===== src/rtl/eth_pattern_responder_pkg.sv =====
// Shared constants, FSM state type and request classification helper for the
// test-pattern responder.
package eth_pattern_responder_pkg;

    localparam logic [15:0] ETH_TYPE_PATTERN_REQ  = 16'h88B5;
    localparam logic [15:0] ETH_TYPE_PATTERN_RESP = 16'h88B6;

    typedef enum logic [1:0] {
        ST_IDLE    = 2'd0,
        ST_HDR_OUT = 2'd1,
        ST_PAYLOAD = 2'd2,
        ST_DROP    = 2'd3
    } state_t;

    function automatic logic is_request(input logic [15:0] eth_type,
                                        input logic [15:0] type0,
                                        input logic [15:0] type1);
        return (eth_type == type0) || (eth_type == type1);
    endfunction

endpackage


===== src/rtl/eth_pattern_responder_skid.sv =====
// Two-entry AXI-stream skid buffer. Input ready comes straight from a register
// (skid slot empty), so it never depends combinationally on the output ready.
module axis_skid_buffer #(
    parameter int WIDTH = 10
) (
    input  logic             clk,
    input  logic             rst,
    input  logic [WIDTH-1:0] s_data,
    input  logic             s_valid,
    output logic             s_ready,
    output logic [WIDTH-1:0] m_data,
    output logic             m_valid,
    input  logic             m_ready
);

    logic [WIDTH-1:0] data_p0;
    logic [WIDTH-1:0] data_p1;
    logic             vld_p0;
    logic             vld_p1;

    // Occupancy of the output slot (p0) and the skid slot (p1)
    always_ff @(posedge clk) begin
        if (rst) begin
            vld_p0 <= 1'b0;
            vld_p1 <= 1'b0;
        end else if (!vld_p0 || m_ready) begin
            if (vld_p1) begin
                vld_p0 <= 1'b1;
                vld_p1 <= 1'b0;
            end else begin
                vld_p0 <= s_valid;
            end
        end else if (s_valid && !vld_p1) begin
            vld_p1 <= 1'b1;
        end
    end

    // Data slots: output slot refills from skid first, skid captures during a stall
    always_ff @(posedge clk) begin
        if (!vld_p0 || m_ready) begin
            data_p0 <= vld_p1 ? data_p1 : s_data;
        end else if (!vld_p1) begin
            data_p1 <= s_data;
        end
    end

    assign s_ready = !vld_p1;
    assign m_valid = vld_p0;
    assign m_data  = data_p0;

endmodule


===== src/rtl/eth_pattern_responder.sv =====
// Test-pattern responder: accepts 0x88B5/0x88B6 request frames, swaps MACs,
// rewrites the EtherType and echoes the payload; everything else is dropped.
module eth_pattern_responder
    import eth_pattern_responder_pkg::*;
#(
    parameter int          DATA_WIDTH = 8,
    parameter logic [15:0] REQ_TYPE0  = ETH_TYPE_PATTERN_REQ,
    parameter logic [15:0] REQ_TYPE1  = ETH_TYPE_PATTERN_RESP,
    parameter logic [15:0] RESP_TYPE  = ETH_TYPE_PATTERN_RESP
) (
    input  logic                  clk,
    input  logic                  rst,
    input  logic                  enable,
    input  logic [47:0]           local_mac,
    input  logic                  s_eth_hdr_valid,
    output logic                  s_eth_hdr_ready,
    input  logic [47:0]           s_eth_dest_mac,
    input  logic [47:0]           s_eth_src_mac,
    input  logic [15:0]           s_eth_type,
    input  logic [DATA_WIDTH-1:0] s_eth_payload_axis_tdata,
    input  logic                  s_eth_payload_axis_tvalid,
    output logic                  s_eth_payload_axis_tready,
    input  logic                  s_eth_payload_axis_tlast,
    input  logic                  s_eth_payload_axis_tuser,
    output logic                  m_eth_hdr_valid,
    input  logic                  m_eth_hdr_ready,
    output logic [47:0]           m_eth_dest_mac,
    output logic [47:0]           m_eth_src_mac,
    output logic [15:0]           m_eth_type,
    output logic [DATA_WIDTH-1:0] m_eth_payload_axis_tdata,
    output logic                  m_eth_payload_axis_tvalid,
    input  logic                  m_eth_payload_axis_tready,
    output logic                  m_eth_payload_axis_tlast,
    output logic                  m_eth_payload_axis_tuser,
    output logic [31:0]           rx_frame_count,
    output logic [31:0]           tx_frame_count,
    output logic [31:0]           drop_count,
    output logic [31:0]           error_count
);

    localparam int BUF_W = DATA_WIDTH + 2;

    state_t           state;
    state_t           state_next;
    logic             req_match;
    logic             hdr_accept;
    logic             s_pay_fire;
    logic             m_pay_fire;
    logic             in_done;
    logic             buf_s_valid;
    logic             buf_s_ready;
    logic             buf_m_valid;
    logic [BUF_W-1:0] buf_m_data;
    logic             unused_dest_parity;

    // The request destination MAC carries no information for the response
    assign unused_dest_parity = ^s_eth_dest_mac;

    assign req_match  = enable && is_request(s_eth_type, REQ_TYPE0, REQ_TYPE1);
    assign hdr_accept = s_eth_hdr_valid && s_eth_hdr_ready;
    assign s_pay_fire = s_eth_payload_axis_tvalid && s_eth_payload_axis_tready;
    assign m_pay_fire = m_eth_payload_axis_tvalid && m_eth_payload_axis_tready;

    // State register
    always_ff @(posedge clk) begin
        if (rst) begin
            state <= ST_IDLE;
        end else begin
            state <= state_next;
        end
    end

    // Next-state logic; PAYLOAD only ends once the final beat has left the buffer
    always_comb begin
        state_next = state;
        case (state)
            ST_IDLE:    if (s_eth_hdr_valid) state_next = req_match ? ST_HDR_OUT : ST_DROP;
            ST_HDR_OUT: if (m_eth_hdr_ready) state_next = ST_PAYLOAD;
            ST_PAYLOAD: if (m_pay_fire && m_eth_payload_axis_tlast) state_next = ST_IDLE;
            ST_DROP:    if (s_eth_payload_axis_tvalid && s_eth_payload_axis_tlast) state_next = ST_IDLE;
            default:    state_next = ST_IDLE;
        endcase
    end

    // Handshake outputs decoded from the registered state
    always_comb begin
        s_eth_hdr_ready           = 1'b0;
        m_eth_hdr_valid           = 1'b0;
        s_eth_payload_axis_tready = 1'b0;
        buf_s_valid               = 1'b0;
        case (state)
            ST_IDLE:    s_eth_hdr_ready = 1'b1;
            ST_HDR_OUT: m_eth_hdr_valid = 1'b1;
            ST_PAYLOAD: begin
                s_eth_payload_axis_tready = buf_s_ready && !in_done;
                buf_s_valid               = s_eth_payload_axis_tvalid && !in_done;
            end
            ST_DROP:    s_eth_payload_axis_tready = 1'b1;
            default:    s_eth_hdr_ready = 1'b0;
        endcase
    end

    // Block further input once the request's last beat is in, until the response drains
    always_ff @(posedge clk) begin
        if (rst || state != ST_PAYLOAD) begin
            in_done <= 1'b0;
        end else if (s_pay_fire && s_eth_payload_axis_tlast) begin
            in_done <= 1'b1;
        end
    end

    // Response header fields, captured when a matching request header is accepted
    always_ff @(posedge clk) begin
        if (rst) begin
            m_eth_dest_mac <= '0;
            m_eth_src_mac  <= '0;
            m_eth_type     <= '0;
        end else if (state == ST_IDLE && hdr_accept && req_match) begin
            m_eth_dest_mac <= s_eth_src_mac;
            m_eth_src_mac  <= local_mac;
            m_eth_type     <= RESP_TYPE;
        end
    end

    // Free-running statistics; each counter wraps naturally at 32 bits
    always_ff @(posedge clk) begin
        if (rst) begin
            rx_frame_count <= '0;
            tx_frame_count <= '0;
            drop_count     <= '0;
            error_count    <= '0;
        end else begin
            if (hdr_accept) begin
                rx_frame_count <= rx_frame_count + 32'd1;
                if (!req_match) drop_count <= drop_count + 32'd1;
            end
            if (m_eth_hdr_valid && m_eth_hdr_ready) begin
                tx_frame_count <= tx_frame_count + 32'd1;
            end
            if (state == ST_PAYLOAD && s_pay_fire &&
                s_eth_payload_axis_tlast && s_eth_payload_axis_tuser) begin
                error_count <= error_count + 32'd1;
            end
        end
    end

    axis_skid_buffer #(
        .WIDTH (BUF_W)
    ) u_payload_buf (
        .clk     (clk),
        .rst     (rst),
        .s_data  ({s_eth_payload_axis_tlast, s_eth_payload_axis_tuser, s_eth_payload_axis_tdata}),
        .s_valid (buf_s_valid),
        .s_ready (buf_s_ready),
        .m_data  (buf_m_data),
        .m_valid (buf_m_valid),
        .m_ready (m_eth_payload_axis_tready)
    );

    assign {m_eth_payload_axis_tlast, m_eth_payload_axis_tuser, m_eth_payload_axis_tdata} = buf_m_data;
    assign m_eth_payload_axis_tvalid = buf_m_valid;

endmodule


===== config.mk =====
export PLATFORM = sky130hd
export DESIGN_NAME = eth_pattern_responder
export DESIGN_NICKNAME = d
export VERILOG_FILES = /design/src/rtl/eth_pattern_responder_pkg.sv /design/src/rtl/eth_pattern_responder_skid.sv /design/src/rtl/eth_pattern_responder.sv
export SDC_FILE = /design/constraint.sdc
export NUM_CORES = 1
export LEC_CHECK = 0
export ABC_AREA = 1
export BUFFER_PORTS_ARGS = -buffer_cell sky130_fd_sc_hd__buf_2
export CORE_AREA = 2 2 168 170
export CTS_BUF_LIST = sky130_fd_sc_hd__clkbuf_8
export DETAILED_ROUTE_END_ITERATION = 7
export DIE_AREA = 0 0 170 172
export GPL_TIMING_DRIVEN = 0
export PLACE_DENSITY_LB_ADDON = 0.3
export SLEW_MARGIN = 30
export SYNTH_ARGS = -nofsm -noshare
export SYNTH_HDL_FRONTEND = slang
export SYNTH_SLANG_ARGS = --single-unit

===== constraint.sdc =====
create_clock -name clk -period 3.9 [get_ports clk]
set_input_delay 0.39 -clock clk [delete_from_list [all_inputs] [get_ports clk]]
set_output_delay 0.39 -clock clk [all_outputs]
set_load 0.005 [all_outputs]

Word-level counts from Yosys, hierarchy flattened
Index checks and enable logic that the tools add are counted.
{"block": "totals", "ff_bits": 250, "output_inout_bits": 254, "input_bits": 177}
{"block": "op_classes", "addsub": 4, "bitwise": 1, "muxes": 12, "eq_ne": 10, "reduce_logical": 26}
{"cell": "$add A32 B1 Y32 const B", "n": 4}
{"cell": "$eq A16 B16 Y1 const B", "n": 2}
{"cell": "$logic_and A1 B1 Y1", "n": 16}
{"cell": "$mux W10", "n": 1}
{"cell": "$mux W2", "n": 5}
{"cell": "$ne A2 B2 Y1 const B", "n": 5}
{"cell": "$pmux W2 S4", "n": 1}
{"cell": "$eq A2 B2 Y1 const B", "n": 2}
{"cell": "$mux W1", "n": 4}
{"cell": "$reduce_and A4 Y1", "n": 1}
{"cell": "$logic_not A1 Y1", "n": 3}
{"cell": "$logic_or A1 B1 Y1", "n": 3}
{"cell": "$eq A2 B1 Y1 const B", "n": 1}
{"cell": "$logic_not A2 Y1", "n": 1}
{"cell": "$pmux W1 S2", "n": 1}
{"cell": "$reduce_and A2 Y1", "n": 1}
{"cell": "$reduce_or A2 Y1", "n": 1}
{"cell": "$not A1 Y1", "n": 1}

Depth between registers and ports, before layout
{"block": "depth", "word_depth": 7, "ltp_mapped": 11}

Modules after synthesis
From an unflattened synthesis, not the netlist that was laid out.
{"block": "unflattened", "hier_cells": 1724, "hier_area_um2": 11692.5}
{"mod": "eth_pattern_responder", "cells_each": 1660, "area_each_um2": 10880.4, "seq_area_each_um2": 4564.4, "instances": 1}
{"mod": "axis_skid_buffer", "cells_each": 64, "area_each_um2": 812.0, "seq_area_each_um2": 640.6, "instances": 1}

Worst setup path after synthesis
Ideal clock, no wire load.
{"block": "synth_timing", "path_type": "input-to-reg", "from": "in m_eth_payload_axis_tready", "to": "reg u_payload_buf.data_p0[0], in the netlist u_payload_buf.m_data[0], enable pin", "arrival_ns": 1.224, "setup_ns": 0.329, "path_slack_ns": 2.347, "stages": 2, "required_time_ns": 3.571, "cell_sequence": "nor2_1 > inv_1"}
{"block": "synth_between", "elab_chain_cells": 1}
{"item": "start: declaration", "line": "eth_pattern_responder.sv:32", "text": "input logic m_eth_payload_axis_tready,"}
{"item": "$logic_or A1 B1 Y1", "line": "eth_pattern_responder_skid.sv:40", "text": "if (!vld_p0 || m_ready) begin"}
{"item": "end signal: assignment", "line": "eth_pattern_responder_skid.sv:41", "text": "data_p0 <= vld_p1 ? data_p1 : s_data;"}
{"item": "end: declaration", "line": "eth_pattern_responder_skid.sv:16", "text": "logic [WIDTH-1:0] data_p0;"}
Every way passes these cells.
A chain may end at the register's enable or synchronous reset.

Worst setup path after layout
{"block": "layout_timing", "from": "reg u_payload_buf.vld_p0, in the netlist u_payload_buf.m_valid", "to": "reg u_payload_buf.data_p0[7], in the netlist u_payload_buf.m_data[7], enable pin"}
{"block": "layout_between", "elab_chain_cells": 2}
{"item": "start: declaration", "line": "eth_pattern_responder_skid.sv:18", "text": "logic vld_p0;"}
{"item": "start signal: assignment", "line": "eth_pattern_responder_skid.sv:31", "text": "vld_p0 <= s_valid;"}
{"item": "$logic_not A1 Y1", "line": "eth_pattern_responder_skid.sv:40"}
{"item": "$logic_or A1 B1 Y1", "line": "eth_pattern_responder_skid.sv:40"}
Every way passes these cells.

==> flow_metrics.py <==
metrics = {
    "layout": {
        "syn2layout_area_growth_pct": 27.8,
        "stdcell_count": 2494,
        "drive_gt1_frac": 0.241,
        "nets": 2292,
    },
    "drt": {
        "drc": 0,
        "antenna_left": 0,
        "vias_per_cell": 4.85,
        "drt_first_pass_iters": 5,
        "vias": 12100,
        "wl_mm": 37.2,
        "wire_per_inst_um": 14.9,
        "drt_iter0_drc": 697,
    },
    "yosys": {
        "synthesis.area_sq_mm": 0.0117,
        "async_flop_share": 0,
        "yosys_warnings": 0,
        "synth_fa_ha_area_frac": 0.00428,
        "synth_top_area_frac": 0.394,
        "syn_avg_cell_area_sq_um": 6.94,
        "synth-xor-area-share": 0.0180,
        "yosys-top-cells-count": "nor2_1, nand2_1, dfxtp_1",
        "synth.distinct_cells": 37,
        "synth_seq_cells": 250,
        "synth_top_family_by_area": "simple AND/OR/NAND/NOR gates",
        "ys_seq_area_frac": 0.446,
        "postSynthCellCount": 1683,
        "synth_area_leaders": "dfxtp_1, nor2_1, nand2_1",
        "synth_top_flop_cell": "dfxtp_1",
        "synthSimpleGateAreaFrac": 0.344,
        "muxShareOfSynthArea": 0.00868,
        "yosysMostFrequentCell": "nor2_1",
        "yosysTopAreaCell": "dfxtp_1",
        "synth_compound_area_frac": 0.0964,
        "synth-edff-count": 20,
    },
    "clock_network": {
        "cts_tree": "built",
        "cts_made_buffers": 45,
        "cts-htree-levels": 2,
        "postCtsHoldBufs": 0,
        "clkSlewWorstSetupHoldPaths_ns": 0.06,
        "clock_latency_ns": 0.55,
        "cts-root-buf": "clkbuf_8",
        "cts_resized": 0,
        "cts_setup_buffers": 0,
        "clockBufferDepth": 3,
        "cts.sinks": 250,
    },
    "min_path": {
        "min_from": "local_mac[5]",
        "min_path_type": "in2reg",
    },
    "timing": {
        "worstMarginPinSlew_ns": 0.940,
        "min_period_ns": 1.99,
        "rsz0062_at_grt": "false",
        "slew_violations": 0,
        "fin_skew_ns": 0.0176,
        "fmax_mhz": 504,
        "finalHoldViolations": 0,
        "setup_viol_count_final": 0,
        "finalSetupTns_ns": 0,
        "slew_headroom": 0.371,
        "fin_crit_sh": 0.509,
    },
    "critical_path": {
        "path_max_fanout": 12,
        "crit_start": "u_payload_buf.m_valid",
        "worst-setup-path-type": "reg2reg",
        "r2r-start": "u_payload_buf.m_valid",
        "crit_required_ns": 4.08,
        "end_kind": "flip-flop",
        "crit_path_start_kind": "flip-flop",
        "worstPathArrival_ns": 2.17,
    },
    "placement": {
        "numPortBuffers": 373,
        "numPlacedInstances": 2410,
        "hpwlAfterDp_mm": 28.4,
        "gp_congestion": 0.938,
    },
    "status": {
        "outcome": "completed",
    },
    "global_routing": {
        "overflow": 0,
        "grt_pass1_vias": 11200,
        "grt_pass1_wl_mm": 56.8,
        "grt_max_degree": 13,
        "antenna_found_initial": 3,
        "grt.total_usage": 0.246,
    },
    "pwr": {
        "combPwrFrac": 0.079,
        "powerDensity_mw_per_mm2": 373,
        "leakage_nw": 6.72,
        "power_frac_seq": 0.475,
        "p_switching_mw": 1.41,
        "switching_share": 0.253,
        "p_int_mw": 4.16,
        "clockPowerShare": 0.446,
        "vdd_drop_max_mv": 0.238,
    },
    "job": {
        "cap_violations": 0,
    },
    "floorplan": {
        "dieArea_sq_mm": 0.0292,
        "core_region_area_sq_mm": 0.0275,
        "initial_core_util": 0.425,
        "ios": 431,
        "die_w_um": 170,
        "die_h_um": 172,
        "num_rows": 61,
    },
}
==> layout by cell type (no fill, tap or decap), types with 5 or more instances in the layout <==
cell type / instances
a21oi_1: 74
buf_1: 5
buf_2: 389
buf_4: 15
buf_6: 8
clkbuf_1: 25
clkbuf_8: 57
clkinv_2: 6
conb_1: 9
dfxtp_1: 230
edfxtp_1: 20
inv_1: 161
mux2_2: 9
nand2_1: 376
nand3_1: 64
nand4_1: 31
nor2_1: 423
nor2_4: 12
nor3_1: 23
o21a_1: 6
o21ai_0: 101
o21ai_1: 27
o21bai_1: 6
xnor2_1: 10
xor2_1: 14
==> flip-flops by register name (all words and copies together) (netlist names) <==
| name | flops |
|---|---|
| m_eth_dest_mac | 48 |
| m_eth_src_mac | 48 |
| drop_count | 32 |
| error_count | 32 |
| rx_frame_count | 32 |
| tx_frame_count | 32 |
| u_payload_buf.data_p1 | 10 |
| u_payload_buf.m_data | 10 |
| state | 2 |
| in_done | 1 |
| m_eth_type | 1 |
| u_payload_buf.m_valid | 1 |
| u_payload_buf.vld_p1 | 1 |
==> through the flow <==
| stage | util | cell area [sq um] | hold slack (ns) | worst slack, ns | power (mW) |
|---|---|---|---|---|---|
| after detailed placement | 0.510 | 14000 | 0.468 | 1.42 | 3.14 |
| after CTS | 0.543 | 14900 | 0.0543 | 1.90 | 5.62 |
| after global placement | 0.510 | 14000 | 0.458 | 1.42 | 3.13 |
| after floorplan | - | 11700 | 0.470 | 2.35 | 2.94 |
| final | 0.543 | 14900 | 0.0837 | 1.91 | 5.56 |
| after global routing | 0.543 | 14900 | 0.0613 | 1.76 | 5.79 |
==> critical path, cell delays in order (launching register included) <==
cell     delay [ns]
dfxtp_1        0.36
inv_1          0.05
nor2_1         0.71
inv_1          0.49
==> cell type report <==
cell class | count | area (sq um)
diodes | 3 | 7.51
plain buffers | 71 | 405
clock buffers | 57 | 785
clock inverters | 24 | 129
fillers | 2739 | 12500
inverters | 151 | 567
multi-input cells | 1219 | 5540
flip-flops and latches | 250 | 5200
well taps | 346 | 433
repair buffers | 373 | 1870
==> power by group through the flow <==
stage	clock network [mW]	logic (mW)	registers, mW
2_1_floorplan	0	0.249	2.70
3_3_place_gp	0	0.435	2.70
3_5_place_dp	0	0.441	2.70
4_1_cts	2.54	0.443	2.64
5_1_grt	2.66	0.491	2.64
6_report	2.48	0.440	2.64
==> final timing paths <==
path | endpoint | slack (ns) | depth (start not counted)
setup reg to reg | u_payload_buf.m_data[7] | 1.91 | 3
setup / recovery | u_payload_buf.m_data[7] | 1.91 | 3
hold / removal | m_eth_src_mac[5] | 0.08 | 3
hold reg to reg | m_eth_src_mac[1] | 0.47 | 2
==> logic make-up (layout without fill, tap and decap cells) <==
group	Yosys count	in the layout
xor gates and xnor gates	24	24
buffers and inverters	222	676
and+or+nand+nor	955	955
adders and majority gates	4	4
other	1	12
DFF	250	250
AOI/OAI and AO/OA	218	218
muxes	9	9
==> per-layer routing <==
layer  vias up  track usage  wire length [um]
met1      5419        0.285             15200
met4         0       0.0933              1270
met3        74       0.0664              2780
met5         -            0                 0
met2       407        0.433             17900
li1       6206            -                 -
No activity file was read; power rests on OpenSTA's default activity.
